===== config.mk =====
export PLATFORM = sky130hd
export DESIGN_NAME = lfp_mac_accumulator
export DESIGN_NICKNAME = d
export VERILOG_FILES = /design/src/rtl/lfp_mac_accumulator.sv
export SDC_FILE = /design/constraint.sdc
export NUM_CORES = 1
export LEC_CHECK = 0
export CORE_ASPECT_RATIO = 0.5
export CORE_UTILIZATION = 55
export DETAILED_ROUTE_END_ITERATION = 12
export HOLD_SLACK_MARGIN = 0.15
export PLACE_DENSITY = 0.79
export SLEW_MARGIN = 20
export SYNTH_ARGS = -nofsm -noshare
export SYNTH_HDL_FRONTEND = slang
export SYNTH_SLANG_ARGS = --single-unit
export TNS_END_PERCENT = 5

===== constraint.sdc =====
create_clock -name clk -period 4.35 [get_ports clk]
set_input_delay 0.87 -clock clk [delete_from_list [all_inputs] [get_ports clk]]
set_output_delay 0.87 -clock clk [all_outputs]
set_load 0.01 [all_outputs]

===== src/rtl/lfp_mac_accumulator.sv =====
`default_nettype none
// ============================================================================
// Module      : lfp_mac_accumulator
// Description : Sequential accumulator behind the LFP MAC adder. Sums VEC_LEN
//               signed Q6.11 partial sums into one dot product. The final sum
//               is saturated to Q6.11 and held on a valid/ready output.
//               Optional macro LFP_ACC_BIAS_EN adds a loadable bias register.
//               When the macro is defined, that bias seeds the accumulator at
//               the start of each vector.
// Revision    : 1.0 - initial release
// ============================================================================
module lfp_mac_accumulator #(
    parameter int VEC_LEN = 16,
    parameter int ACC_W   = 18 + $clog2(VEC_LEN)
) (
    input  logic        clk,
    input  logic        rst_n,
    input  logic        in_valid,
    output logic        in_ready,
    input  logic [17:0] in_q,
`ifdef LFP_ACC_BIAS_EN
    input  logic [17:0] bias_q,
    input  logic        bias_load,
`endif
    output logic        out_valid,
    input  logic        out_ready,
    output logic [17:0] out_q,
    output logic        out_sat,
    output logic        busy
);

    localparam int c_CNT_W = $clog2(VEC_LEN);
`ifdef LFP_ACC_BIAS_EN
    // One extra bit so that the bias term plus VEC_LEN full-scale samples
    // cannot wrap.
    localparam int c_SUM_W = ACC_W + 1;
`else
    localparam int c_SUM_W = ACC_W;
`endif
    localparam logic [c_CNT_W-1:0]        c_LAST     = c_CNT_W'(VEC_LEN - 1);
    localparam logic signed [c_SUM_W-1:0] c_SAT_MAX  = c_SUM_W'(131071);
    localparam logic signed [c_SUM_W-1:0] c_SAT_MIN  = c_SUM_W'(-131072);
    localparam logic [17:0]               c_Q_MAX    = 18'h1FFFF;
    localparam logic [17:0]               c_Q_MIN    = 18'h20000;

    localparam logic [0:0] c_ST_ACCUM = 1'b0;
    localparam logic [0:0] c_ST_HOLD  = 1'b1;

    logic [0:0]                r_state;
    logic [0:0]                w_state_nxt;
    logic [c_CNT_W-1:0]        r_count;
    logic signed [c_SUM_W-1:0] r_acc;
    logic                      r_out_valid;
    logic [17:0]               r_out_q;
    logic                      r_out_sat;

    logic                      w_xfer;
    logic                      w_last;
    logic signed [c_SUM_W-1:0] w_in_ext;
    logic signed [c_SUM_W-1:0] w_acc_base;
    logic signed [c_SUM_W-1:0] w_acc_clear;
    logic signed [c_SUM_W-1:0] w_final;
    logic                      w_ovf_hi;
    logic                      w_ovf_lo;
    logic [17:0]               w_sat_q;

    assign w_xfer   = in_valid && (r_state == c_ST_ACCUM);
    assign w_last   = w_xfer && (r_count == c_LAST);
    assign w_in_ext = {{(c_SUM_W - 18){in_q[17]}}, in_q};

`ifdef LFP_ACC_BIAS_EN
    logic [17:0] r_bias;
    logic        w_bias_ld;

    // A bias load applies only at the start of a vector. When it coincides
    // with the first sample, the new bias takes the place of the stale
    // accumulator value.
    assign w_bias_ld   = bias_load && (r_state == c_ST_ACCUM) && (r_count == '0);
    assign w_acc_base  = w_bias_ld ? {{(c_SUM_W - 18){bias_q[17]}}, bias_q} : r_acc;
    assign w_acc_clear = {{(c_SUM_W - 18){r_bias[17]}}, r_bias};

    // Bias register persists across vectors until reloaded.
    always_ff @(posedge clk) begin
        if (!rst_n) begin
            r_bias <= '0;
        end else if (w_bias_ld) begin
            r_bias <= bias_q;
        end
    end
`else
    assign w_acc_base  = r_acc;
    assign w_acc_clear = '0;
`endif

    assign w_final  = w_acc_base + w_in_ext;
    assign w_ovf_hi = (w_final > c_SAT_MAX);
    assign w_ovf_lo = (w_final < c_SAT_MIN);
    assign w_sat_q  = w_ovf_hi ? c_Q_MAX : (w_ovf_lo ? c_Q_MIN : w_final[17:0]);

    // State register.
    always_ff @(posedge clk) begin
        if (!rst_n) begin
            r_state <= c_ST_ACCUM;
        end else begin
            r_state <= w_state_nxt;
        end
    end

    // Next state: HOLD after the last sample, ACCUM after the output handshake.
    always_comb begin
        w_state_nxt = r_state;
        case (r_state)
            c_ST_ACCUM: if (w_last) w_state_nxt = c_ST_HOLD;
            c_ST_HOLD:  if (r_out_valid && out_ready) w_state_nxt = c_ST_ACCUM;
            default:    w_state_nxt = c_ST_ACCUM;
        endcase
    end

    // Accumulate samples, capture the saturated result, and retire it on handshake.
    always_ff @(posedge clk) begin
        if (!rst_n) begin
            r_acc       <= '0;
            r_count     <= '0;
            r_out_valid <= 1'b0;
            r_out_q     <= '0;
            r_out_sat   <= 1'b0;
        end else begin
            if (w_last) begin
                r_acc       <= w_acc_clear;
                r_count     <= '0;
                r_out_valid <= 1'b1;
                r_out_q     <= w_sat_q;
                r_out_sat   <= w_ovf_hi || w_ovf_lo;
            end else if (w_xfer) begin
                r_acc   <= w_final;
                r_count <= r_count + c_CNT_W'(1);
            end else begin
                r_acc   <= w_acc_base;
            end
            if ((r_state == c_ST_HOLD) && r_out_valid && out_ready) begin
                r_out_valid <= 1'b0;
            end
        end
    end

    assign in_ready  = (r_state == c_ST_ACCUM);
    assign out_valid = r_out_valid;
    assign out_q     = r_out_q;
    assign out_sat   = r_out_sat;
    assign busy      = (r_count != '0) || (r_state == c_ST_HOLD);

endmodule
`default_nettype wire


==> metrics.yaml, run 1 <==
status:
  outcome: "finished clean"
timing:
  rsz0062_at_grt: "no"
  min_period_ns: 3.85
  fin_skew_ns: 0.00800
  setup_tns_ns: 0
  setup-violations-final: 0
  period_share_pct: 88.6
  hold_viol_final: 0
  slew_violations: 0
  whs_ns: 0.465
  fmax_mhz: 259
  maxSlewHeadroom_pct: 31.3
  worst_pin_slew_ns: 1.03
worst_setup_path:
  crit_fanout: 18
  critical_path.max_stage_delay_ns: 0.46
  rrSetupSlack_ns: 1.18
  reg2regPathDepth: 13
  cp.buffers_inverters: 3
  arrival_ns: 4.11
  slowest_stage: "clkdlybuf4s50_1"
  worst_setup_path_end_kind: "flop"
  worstSetupStartpointType: "input pin"
  r2r-start: "r_acc[0]$_SDFFE_PP0P_"
  required_ns: 4.61
  worstPathCellList: "clkdlybuf4s50_1 > ha_1 > inv_1 > fa_1 > nor2b_1 > o2111ai_1 > nand3_1 > a221oi_1 > o31ai_1 > xor2_1 > a41oi_2 > buf_4 > a211oi_1 > a31o_1"
  critical_path_class: "in2reg"
  r2r-end: "out_q[1]$_SDFFE_PN0P_"
  cp-startpoint: "in_q[0]"
  path_delay_family: "compound AO/OA/AOI/OAI gates"
final_layout:
  nFillCells: 441
  drive_above_1_share_pct: 7.36
  area_growth_pct: 18.9
  diodes: 0
  nets: 439
logic_synthesis:
  synthAdderAreaFrac_pct: 10.3
  yosys-top-cells-area: "dfxtp_1 (32%), ha_1 (9.7%), a21oi_1 (5.5%)"
  synth-edff-count: 0
  synth_cells: 356
  ys_warn_count: 0
  syn_area_mm2: 0.00298
  syn-num-nets: 402
  async_flop_share_pct: 0
  yosysMostFrequentCell: "dfxtp_1"
  synth_top_area_share_pct: 31.6
  synth_top_family_by_area: "compound AO/OA/AOI/OAI gates"
  ys_types: 56
  synth-compound-area-share_pct: 28.0
  netlist_top_cells_count: "dfxtp_1 (47), nor2_1 (37), nand2_1 (35)"
  ys.flop_type: "dfxtp_1"
  ys_seq_elements: 47
  synth_xor_area_share_pct: 7.26
  ys_seq_area_share_pct: 31.6
  synth.avg_cell_area_um2: 8.37
  synthMuxAreaShare_pct: 0.336
  synth_simple_gate_area_share_pct: 18.1
  synth_top_area_cell: "dfxtp_1"
place:
  hpwl_um: 5530
  gp_congestion: 0.943
  io_buffer_count: 43
routing:
  via_per_inst: 6.01
  num_vias: 2789
  route.detailed.drc: 0
  initialDrtViolationCount: 165
  wl_per_cell_um: 16.1
  first_pass_iters: 4
  ant_nets: 0
  wirelength_um: 7490
min_path:
  hp-start: "r_acc[0]$_SDFFE_PP0P_"
  hold_depth: 2
  hold_path_class: "reg2reg"
  min_to: "r_acc[0]$_SDFFE_PP0P_"
grt:
  track_usage_pct: 27.1
  grt_pass1_wl_um: 11900
  gr-total-overflow: 0
  grt_max_degree: 30
  antenna_found_initial: 0
  grt_pass1_vias: 2449
job:
  drv_cap: 0
clock_tree:
  insertion_delay_ns: 0.31
  cts_tree: "built"
  htree_num_levels: 2
  cts.sinks: 47
  cts_buffer_depth: 2
  root_buffer: "clkbuf_8"
  clk_pin_slew_ns: 0.09
  hold_buffers: 0
  cts_buffers: 5
  cts_resized: 0
  cts_setup_buffers: 0
pwr:
  p_leak_nw: 1.44
  ir_worst_vdd_v: 0.000235
  p_total_w: 0.00129
  pwr_density_cell_mw_per_mm2: 363
floorplanning:
  coreArea_mm2: 0.00507
  start_util_pct: 58.8
  rows: 18
  die_x_um: 106
  dieArea_mm2: 0.00573
  die-height_um: 54.1
  ios: 44
## sequential cells by signal (all words and copies together) (netlist names)
name	cells
out_q	18
r_state	1
r_count	4
out_sat	1
r_acc	22
out_valid	1
## metal layers
metal | track usage, % | wire length, um | vias to the layer above
li1 | - | - | 1371
met1 | 37.0 | 3730 | 1336
met2 | 45.5 | 3340 | 75
met3 | 5.45 | 378 | 7
met4 | 4.17 | 40 | 0
met5 | 0 | 0 | -
## where the power goes
part / total (W) / switching [W] / internal (W)
sequential: 0.000479 / 0.0000184 / 0.000460
combinational: 0.000540 / 0.000324 / 0.000216
clock: 0.000269 / 0.000156 / 0.000113
## per-stage QoR
| stage | utilization [%] | area, um2 | cells | setup WS, ns |
|---|---|---|---|---|
| 5_1_grt | 69.9 | 3540 | 464 | 0.318 |
| 4_1_cts | 69.9 | 3540 | 464 | 0.530 |
| 2_1_floorplan | - | 2980 | 356 | 0.989 |
| 3_3_place_gp | 68.2 | 3460 | 456 | 0.255 |
| 3_5_place_dp | 68.2 | 3460 | 456 | 0.213 |
| 6_report | 69.9 | 3540 | 464 | 0.496 |
## worst max-delay path by stage
| stage | end | cells after the start |
|---|---|---|
| finish | out_q[1]$_SDFFE_PN0P_ | 14 |
| global route | out_q[1]$_SDFFE_PN0P_ | 14 |
| floorplan | out_q[16]$_SDFFE_PN0P_ | 12 |
| CTS | out_q[1]$_SDFFE_PN0P_ | 14 |
| global placement | out_q[1]$_SDFFE_PN0P_ | 14 |
| detailed placement | out_q[1]$_SDFFE_PN0P_ | 14 |
## worst min-delay path: stages (launching register included)
cell	delay [ns]
dfxtp_1	0.32
nand2_1	0.05
a21oi_1	0.05
## placed cells by master, fill, tap and decap left out, types with 4 or more instances in the layout
master	count
a211oi_1	5
a21o_1	9
a21oi_1	33
a31oi_1	10
buf_4	7
clkbuf_8	5
clkdlybuf4s50_1	43
dfxtp_1	47
ha_1	23
inv_1	10
nand2_1	35
nand2b_1	7
nand3_1	11
nand4_1	10
nor2_1	37
nor2b_1	4
nor3_1	4
o21ai_0	14
o21bai_1	4
o221a_1	9
xnor2_1	13
xor2_1	8
## cell type report
type                       instances  area, um2  area share [%]
tap                               70       87.6            2.47
inverter                          10       37.5            1.06
sequential                        47        941            26.6
clock inverter                     2       12.5           0.353
timing repair buffer              50        483            13.6
clock buffer                       6       72.6            2.05
multi-input combinational        279       1910            53.9
## cells by family after synthesis
group                    count (synthesis)
AO/OA/AOI/OAI                          115
XOR/XNOR                                23
adder cells (fa/ha/maj)                 24
buffers and inverters                   30
flip-flops                              47
multiplexers                             1
AND/OR/NAND/NOR                        116
(Power assumes the default switching activity.)
==> inputs of run 2 (changes only) <==
--- a/config.mk
+++ b/config.mk
@@ -6,10 +6,10 @@
 export NUM_CORES = 1
 export LEC_CHECK = 0
 export CORE_ASPECT_RATIO = 0.5
-export CORE_UTILIZATION = 55
+export CORE_UTILIZATION = 59
 export DETAILED_ROUTE_END_ITERATION = 12
 export HOLD_SLACK_MARGIN = 0.15
-export PLACE_DENSITY = 0.79
+export PLACE_DENSITY = 0.84
 export SLEW_MARGIN = 20
 export SYNTH_ARGS = -nofsm -noshare
 export SYNTH_HDL_FRONTEND = slang
==> constraint.sdc (replaced) <==
create_clock -name clk -period 4.9 [get_ports clk]
set_input_delay 0.98 -clock clk [delete_from_list [all_inputs] [get_ports clk]]
set_output_delay 0.98 -clock clk [all_outputs]
set_load 0.01 [all_outputs]
==> run 2 against run 1 <==
  * Critical path depth fell by 3
  * Die area fell by 6.6%
  * Worst setup slack improved by 0.17 ns
  * First-iteration DRC count fell by 16%
  * Routed wire length rose by 0.87%
  * Highest routed layer unchanged
  * Sequential power fell by 11%
  * Sequential share of layout area rose by 0.15 points
  * Clock skew rose by 0.0028 ns
  * Core utilization rose by 6.4 points
  * Non-clock buffer count fell by 6
==> metrics.yaml, run 2 (synthesis results as in run 1) <==
status:
  outcome: "finished clean"  # unchanged
pwr:
  p_leak_nw: 1.43  # was 1.44 nW
  ir_worst_vdd_v: 0.000194  # was 0.000235 V
  pwr_density_cell_mw_per_mm2: 337  # was 363 mW/mm2
final_layout:
  final_common_cell: "dfxtp_1"  # unchanged
  fin_area_mm2: 0.00352  # was 0.00354 mm2
  drive_above_1_share_pct: 6.19  # was 7.36%
  nets: 433  # was 439
  layout_common_cells: "dfxtp_1 (47), clkdlybuf4s50_1 (43), nor2_1 (37), nand2_1 (35), a21oi_1 (33)"  # unchanged
  diodes: 0  # unchanged
  area_growth_pct: 18.2  # was 18.9%
  registers.top_by_ff_count: "r_acc"  # unchanged
  nFillCells: 366  # was 441
  largest_reg_flops: 22  # unchanged
routing:
  ant_nets: 0  # unchanged
  first_pass_iters: 5  # was 4
  num_vias: 2873  # was 2789
  via_per_inst: 6.33  # was 6.01
  initialDrtViolationCount: 139  # was 165
  wirelength_um: 7560  # was 7490 um
  wl_per_cell_um: 16.6  # was 16.1 um
  route.detailed.drc: 0  # unchanged
grt:
  antenna_found_initial: 0  # unchanged
  grt_max_degree: 30  # unchanged
  track_usage_pct: 30.9  # was 27.1%
  gr-total-overflow: 0  # unchanged
  grt_pass1_wl_um: 12500  # was 11900 um
  grt_pass1_vias: 2613  # was 2449
place:
  io_buffer_count: 43  # unchanged
  gp_congestion: 0.927  # was 0.943
  hpwl_um: 5610  # was 5530 um
  placed_area_mm2: 0.00341  # was 0.00346 mm2
worst_setup_path:
  worst_setup_path_end_kind: "flop"  # unchanged
  worstSetupStartpointType: "input pin"  # unchanged
  crit_fanout: 18  # unchanged
  critical_path_class: "in2reg"  # unchanged
  required_ns: 5.10  # was 4.61 ns
  reg2regPathDepth: 12  # was 13
  arrival_ns: 4.44  # was 4.11 ns
clock_tree:
  cts_tree: "built"  # unchanged
  cts.sinks: 47  # unchanged
  cts_setup_buffers: 0  # unchanged
  htree_num_levels: 2  # unchanged
  hold_buffers: 0  # unchanged
  cts_buffer_depth: 2  # unchanged
  insertion_delay_ns: 0.31  # about the same
  cts_resized: 0  # unchanged
  clk_pin_slew_ns: 0.09  # about the same
  cts_buffers: 5  # unchanged
  root_buffer: "clkbuf_8"  # unchanged
timing:
  setup_tns_ns: 0  # unchanged
  period_share_pct: 86.4
  hold_viol_final: 0  # unchanged
  rsz0062_at_grt: "no"  # unchanged
  worst_pin_slew_ns: 1.01  # was 1.03 ns
  whs_ns: 0.467  # was 0.465 ns
  setup-violations-final: 0  # unchanged
  slew_violations: 0  # unchanged
  min_period_ns: 4.24
  fin_skew_ns: 0.0108  # was 0.00800 ns
  maxSlewHeadroom_pct: 32.5  # was 31.3%
  fmax_mhz: 236
floorplanning:
  rows: 17  # was 18
  dieArea_mm2: 0.00536  # was 0.00573 mm2
  die-height_um: 52.3  # was 54.1 um
  start_util_pct: 64.6  # was 58.8%
  ios: 44  # unchanged
  die_x_um: 103  # was 106 um
  coreArea_mm2: 0.00462  # was 0.00507 mm2
min_path:
  hold_path_class: "reg2reg"  # unchanged
  hold_depth: 2  # unchanged
job:
  drv_cap: 0  # unchanged
## run 2: changes by cell type in the layout (fill, tap and decap cells not counted)
cell and delta:
buf_4 -6, bufinv_16 +1, clkbuf_1 -1, clkinv_2 -1
inv_6 +1
## run 2: critical path, stage by stage
cell and delay, ns:
clkdlybuf4s50_1 0.53, ha_1 0.48, a21o_1 0.22, a31oi_1 0.21
o21ai_1 0.12, a221o_1 0.37, a41oi_1 0.21, xnor2_1 0.21
a41oi_2 0.69, nor2_1 0.15, o221a_1 0.25
## run 2: final timing paths
check	slack (ns)	end	startpoint
hold / removal	0.47	r_acc[11]$_SDFFE_PP0P_	r_acc[11]$_SDFFE_PP0P_
setup / recovery	0.66	out_q[16]$_SDFFE_PN0P_	in_q[17]
setup reg to reg	1.51	out_q[1]$_SDFFE_PN0P_	r_acc[0]$_SDFFE_PP0P_
hold reg to reg	0.47	r_acc[11]$_SDFFE_PP0P_	r_acc[11]$_SDFFE_PP0P_
## run 2: layout make-up
| type | count | area (um2) | share of cell area (%) |
|---|---|---|---|
| Clock inverter | 3 | 46.3 | 1.31 |
| Tap cell | 66 | 82.6 | 2.34 |
| Multi-Input combinational cell | 279 | 1910 | 54.2 |
| Timing Repair Buffer | 44 | 438 | 12.4 |
| Clock buffer | 5 | 68.8 | 1.95 |
| Sequential cell | 47 | 941 | 26.7 |
| Inverter | 10 | 37.5 | 1.07 |
## run 2: metal layers
layer	vias up	part of all wire (%)	global-route usage, %
met4	0	2.7	11.7
met3	28	7.1	5.87
li1	1358	-	-
met2	127	45	51.3
met5	-	0	0
met1	1360	45	40.1
## run 2: power breakdown
| group | total, W | switching (W) | internal (W) | leakage (nW) |
|---|---|---|---|---|
| registers | 0.000425 | 0.0000163 | 0.000409 | 0.383 |
| clock network | 0.000297 | 0.000143 | 0.000154 | 0.0548 |
| logic | 0.000466 | 0.000285 | 0.000181 | 0.990 |
| total | 0.00119 | 0.000444 | 0.000744 | 1.43 |
## run 2: per-stage QoR
stage / total power, W / instances / utilization (%) / worst slack (ns)
2_1_floorplan: 0.000782 / 356 / - / 1.43
3_3_place_gp: 0.000868 / 446 / 73.8 / 0.638
3_5_place_dp: 0.000884 / 446 / 73.8 / 0.468
4_1_cts: 0.00118 / 454 / 76.3 / 0.758
5_1_grt: 0.00125 / 454 / 76.3 / 0.462
6_report: 0.00119 / 454 / 76.3 / 0.665
==> inputs of run 3 (changes only) <==
--- a/config.mk
+++ b/config.mk
@@ -5,7 +5,9 @@
 export SDC_FILE = /design/constraint.sdc
 export NUM_CORES = 1
 export LEC_CHECK = 0
+export ABC_CLOCK_PERIOD_IN_PS = 4900
 export CORE_ASPECT_RATIO = 0.5
+export CORE_MARGIN = 5
 export CORE_UTILIZATION = 59
 export DETAILED_ROUTE_END_ITERATION = 12
 export HOLD_SLACK_MARGIN = 0.15
==> run 3 against run 2 <==
  * Power fell by 5.5%
  * First-iteration DRC count is 14% higher
  * Clock power shrank 21%
  * Worst setup slack worse by 0.13 ns
  * Critical path type unchanged
  * Sequential cell count unchanged
  * Design area fell by 0.78%
  * Via count decreased by 4.5%
  * Count of clock-buffer cells in the layout did not move
  * Combinational power hardly changed
  * Worst hold slack better by 0.0040 ns
  * Core utilization is 5.1 points lower
  * Critical endpoint is now out_q[13]$_SDFFE_PN0P_
==> metrics.yaml, run 3 (synthesis results as in run 1) <==
clock_tree:
  clk_pin_slew_ns: 0.08  # was 0.09 ns
  insertion_delay_ns: 0.30  # was 0.31 ns
  cts.sinks: 47  # unchanged
  cts_buffers: 5  # unchanged
  cts_setup_buffers: 0  # unchanged
  cts_tree: "built"  # unchanged
  cts_resized: 0  # unchanged
  cts_buffer_depth: 2  # unchanged
  htree_num_levels: 2  # unchanged
  hold_buffers: 0  # unchanged
  root_buffer: "clkbuf_8"  # unchanged
worst_setup_path:
  slowest_stage: "a41oi_2"  # unchanged
  critical_path.max_stage_delay_ns: 0.51  # was 0.69 ns
  cp.buffers_inverters: 2  # was 1
  path_delay_family: "compound AO/OA/AOI/OAI gates"  # unchanged
  critical_path_class: "in2reg"  # unchanged
  crit_cells: 13  # was 11
  rrSetupSlack_ns: 1.33  # was 1.51 ns
  r2r-end: "out_q[13]$_SDFFE_PN0P_"  # was out_q[1]$_SDFFE_PN0P_
  worst_setup_path_end_kind: "flop"  # unchanged
  critPathCapture: "out_q[13]$_SDFFE_PN0P_"  # was out_q[16]$_SDFFE_PN0P_
  cp-startpoint: "in_q[0]"  # was in_q[17]
  crit_fanout: 18  # unchanged
  worstPathCellList: "clkdlybuf4s50_1 > ha_1 > inv_1 > fa_1 > nor2b_1 > o2111ai_1 > nand3_1 > a221oi_1 > o31ai_1 > xor2_1 > a41oi_2 > nand2b_1 > a31oi_1"  # was clkdlybuf4s50_1 > ha_1 > a21o_1 > a31oi_1 > o21ai_1 > a221o_1 > a41oi_1 > xnor2_1 > a41oi_2 > nor2_1 > o221a_1
  r2r-start: "r_acc[0]$_SDFFE_PP0P_"  # unchanged
  worstSetupStartpointType: "input pin"  # unchanged
  reg2regPathDepth: 12  # unchanged
  arrival_ns: 4.59  # was 4.44 ns
  required_ns: 5.12  # was 5.10 ns
routing:
  wl_per_cell_um: 16.9  # was 16.6 um
  wirelength_um: 7730  # was 7560 um
  ant_nets: 0  # unchanged
  first_pass_iters: 5  # unchanged
  via_per_inst: 6.00  # was 6.33
  initialDrtViolationCount: 158  # was 139
  route.detailed.drc: 0  # unchanged
  num_vias: 2743  # was 2873
place:
  io_buffer_count: 43  # unchanged
  placed_area_mm2: 0.00341  # about the same
  gp_congestion: 1.01  # was 0.927
  hpwl_um: 5660  # was 5610 um
  dp_cells: 450  # was 446
grt:
  antenna_found_initial: 0  # unchanged
  grt_max_degree: 30  # unchanged
  grt_pass1_wl_um: 12900  # was 12500 um
  track_usage_pct: 24.1  # was 30.9%
  grt_pass1_vias: 2609  # was 2613
  gr-total-overflow: 0  # unchanged
timing:
  period_share_pct: 89.1  # was 86.4%
  min_period_ns: 4.37  # was 4.24 ns
  slew_violations: 0  # unchanged
  setup_tns_ns: 0  # unchanged
  maxSlewHeadroom_pct: 30.7  # was 32.5%
  hold_viol_final: 0  # unchanged
  fmax_mhz: 229  # was 236 MHz
  worst_pin_slew_ns: 1.04  # was 1.01 ns
  fin_skew_ns: 0.00920  # was 0.0108 ns
  setup-violations-final: 0  # unchanged
  rsz0062_at_grt: "no"  # unchanged
pwr:
  p_leak_nw: 1.42  # was 1.43 nW
  pwr_density_cell_mw_per_mm2: 321  # was 337 mW/mm2
  ir_worst_vdd_v: 0.000182  # was 0.000194 V
status:
  outcome: "finished clean"  # unchanged
final_layout:
  fin_area_mm2: 0.00350  # was 0.00352 mm2
  finalCoreUtilization_pct: 71.2  # was 76.3%
  layout_common_cells: "dfxtp_1 (47), clkdlybuf4s50_1 (43), nor2_1 (37), nand2_1 (35), a21oi_1 (33)"  # unchanged
  registers.top_by_ff_count: "r_acc"  # unchanged
  final_common_cell: "dfxtp_1"  # unchanged
  nets: 433  # unchanged
  area_growth_pct: 17.3  # was 18.2%
  drive_above_1_share_pct: 5.94  # was 6.19%
  instances_no_fill: 457  # was 454
  largest_reg_flops: 22  # unchanged
  diodes: 0  # unchanged
floorplanning:
  die_x_um: 111  # was 103 um
  start_util_pct: 60.7  # was 64.6%
  die-height_um: 60.3  # was 52.3 um
  dieArea_mm2: 0.00666  # was 0.00536 mm2
  rows: 18  # was 17
  ios: 44  # unchanged
  coreArea_mm2: 0.00491  # was 0.00462 mm2
min_path:
  hold_path_class: "reg2reg"  # unchanged
job:
  drv_cap: 0  # unchanged
==> run 3: worst min path at each step <==
stage / to / cells after the start / slack [ns] / start
floorplan: r_acc[0]$_SDFFE_PP0P_ / 2 / 0.44 / r_acc[0]$_SDFFE_PP0P_
global placement: r_acc[0]$_SDFFE_PP0P_ / 2 / 0.45 / r_acc[0]$_SDFFE_PP0P_
detailed placement: r_acc[12]$_SDFFE_PP0P_ / 2 / 0.46 / r_acc[12]$_SDFFE_PP0P_
CTS: r_acc[12]$_SDFFE_PP0P_ / 2 / 0.47 / r_acc[12]$_SDFFE_PP0P_
global route: r_acc[18]$_SDFFE_PP0P_ / 2 / 0.49 / r_acc[18]$_SDFFE_PP0P_
finish: r_acc[15]$_SDFFE_PP0P_ / 2 / 0.47 / r_acc[15]$_SDFFE_PP0P_
==> run 3: power by group <==
group	total (W)	switching (W)	internal, W
Combinational	0.000463	0.000282	0.000181
Clock	0.000235	0.000137	0.0000979
Sequential	0.000425	0.0000167	0.000409
==> run 3: cell type report <==
class | instances | area [um2]
clock buffers | 5 | 68.8
clock inverters | 2 | 13.8
fillers | 406 | 1410
inverters | 10 | 37.5
multi-input cells | 279 | 1910
flip-flops and latches | 47 | 941
well taps | 70 | 87.6
repair buffers | 44 | 438
==> run 3: metrics by stage <==
stage | hold slack, ns | setup WS, ns | total power [W]
3_5_place_dp | 0.461 | 0.380 | 0.000883
2_1_floorplan | 0.440 | 1.43 | 0.000782
4_1_cts | 0.473 | 0.636 | 0.00112
6_report | 0.472 | 0.532 | 0.00112
3_3_place_gp | 0.446 | 0.445 | 0.000875
5_1_grt | 0.495 | 0.386 | 0.00120
==> run 3: routing by layer <==
layer | vias to the layer above | share of wire, % | track usage [%]
li1 | 1360 | - | -
met1 | 1273 | 47 | 31.0
met2 | 101 | 46 | 41.7
met3 | 9 | 6.6 | 6.27
met4 | 0 | 0.79 | 4.74
met5 | - | 0 | 0
==> run 3: worst register-to-register path, delay by kind of cell (launching register included) <==
family | cells | cell delay [ns]
AOI/OAI and AO/OA | 5 | 1.29
and+or+nand+nor | 3 | 0.71
adders and majority gates | 2 | 0.58
xor gates and xnor gates | 1 | 0.49
DFF | 1 | 0.35
buffers and inverters | 1 | 0.06
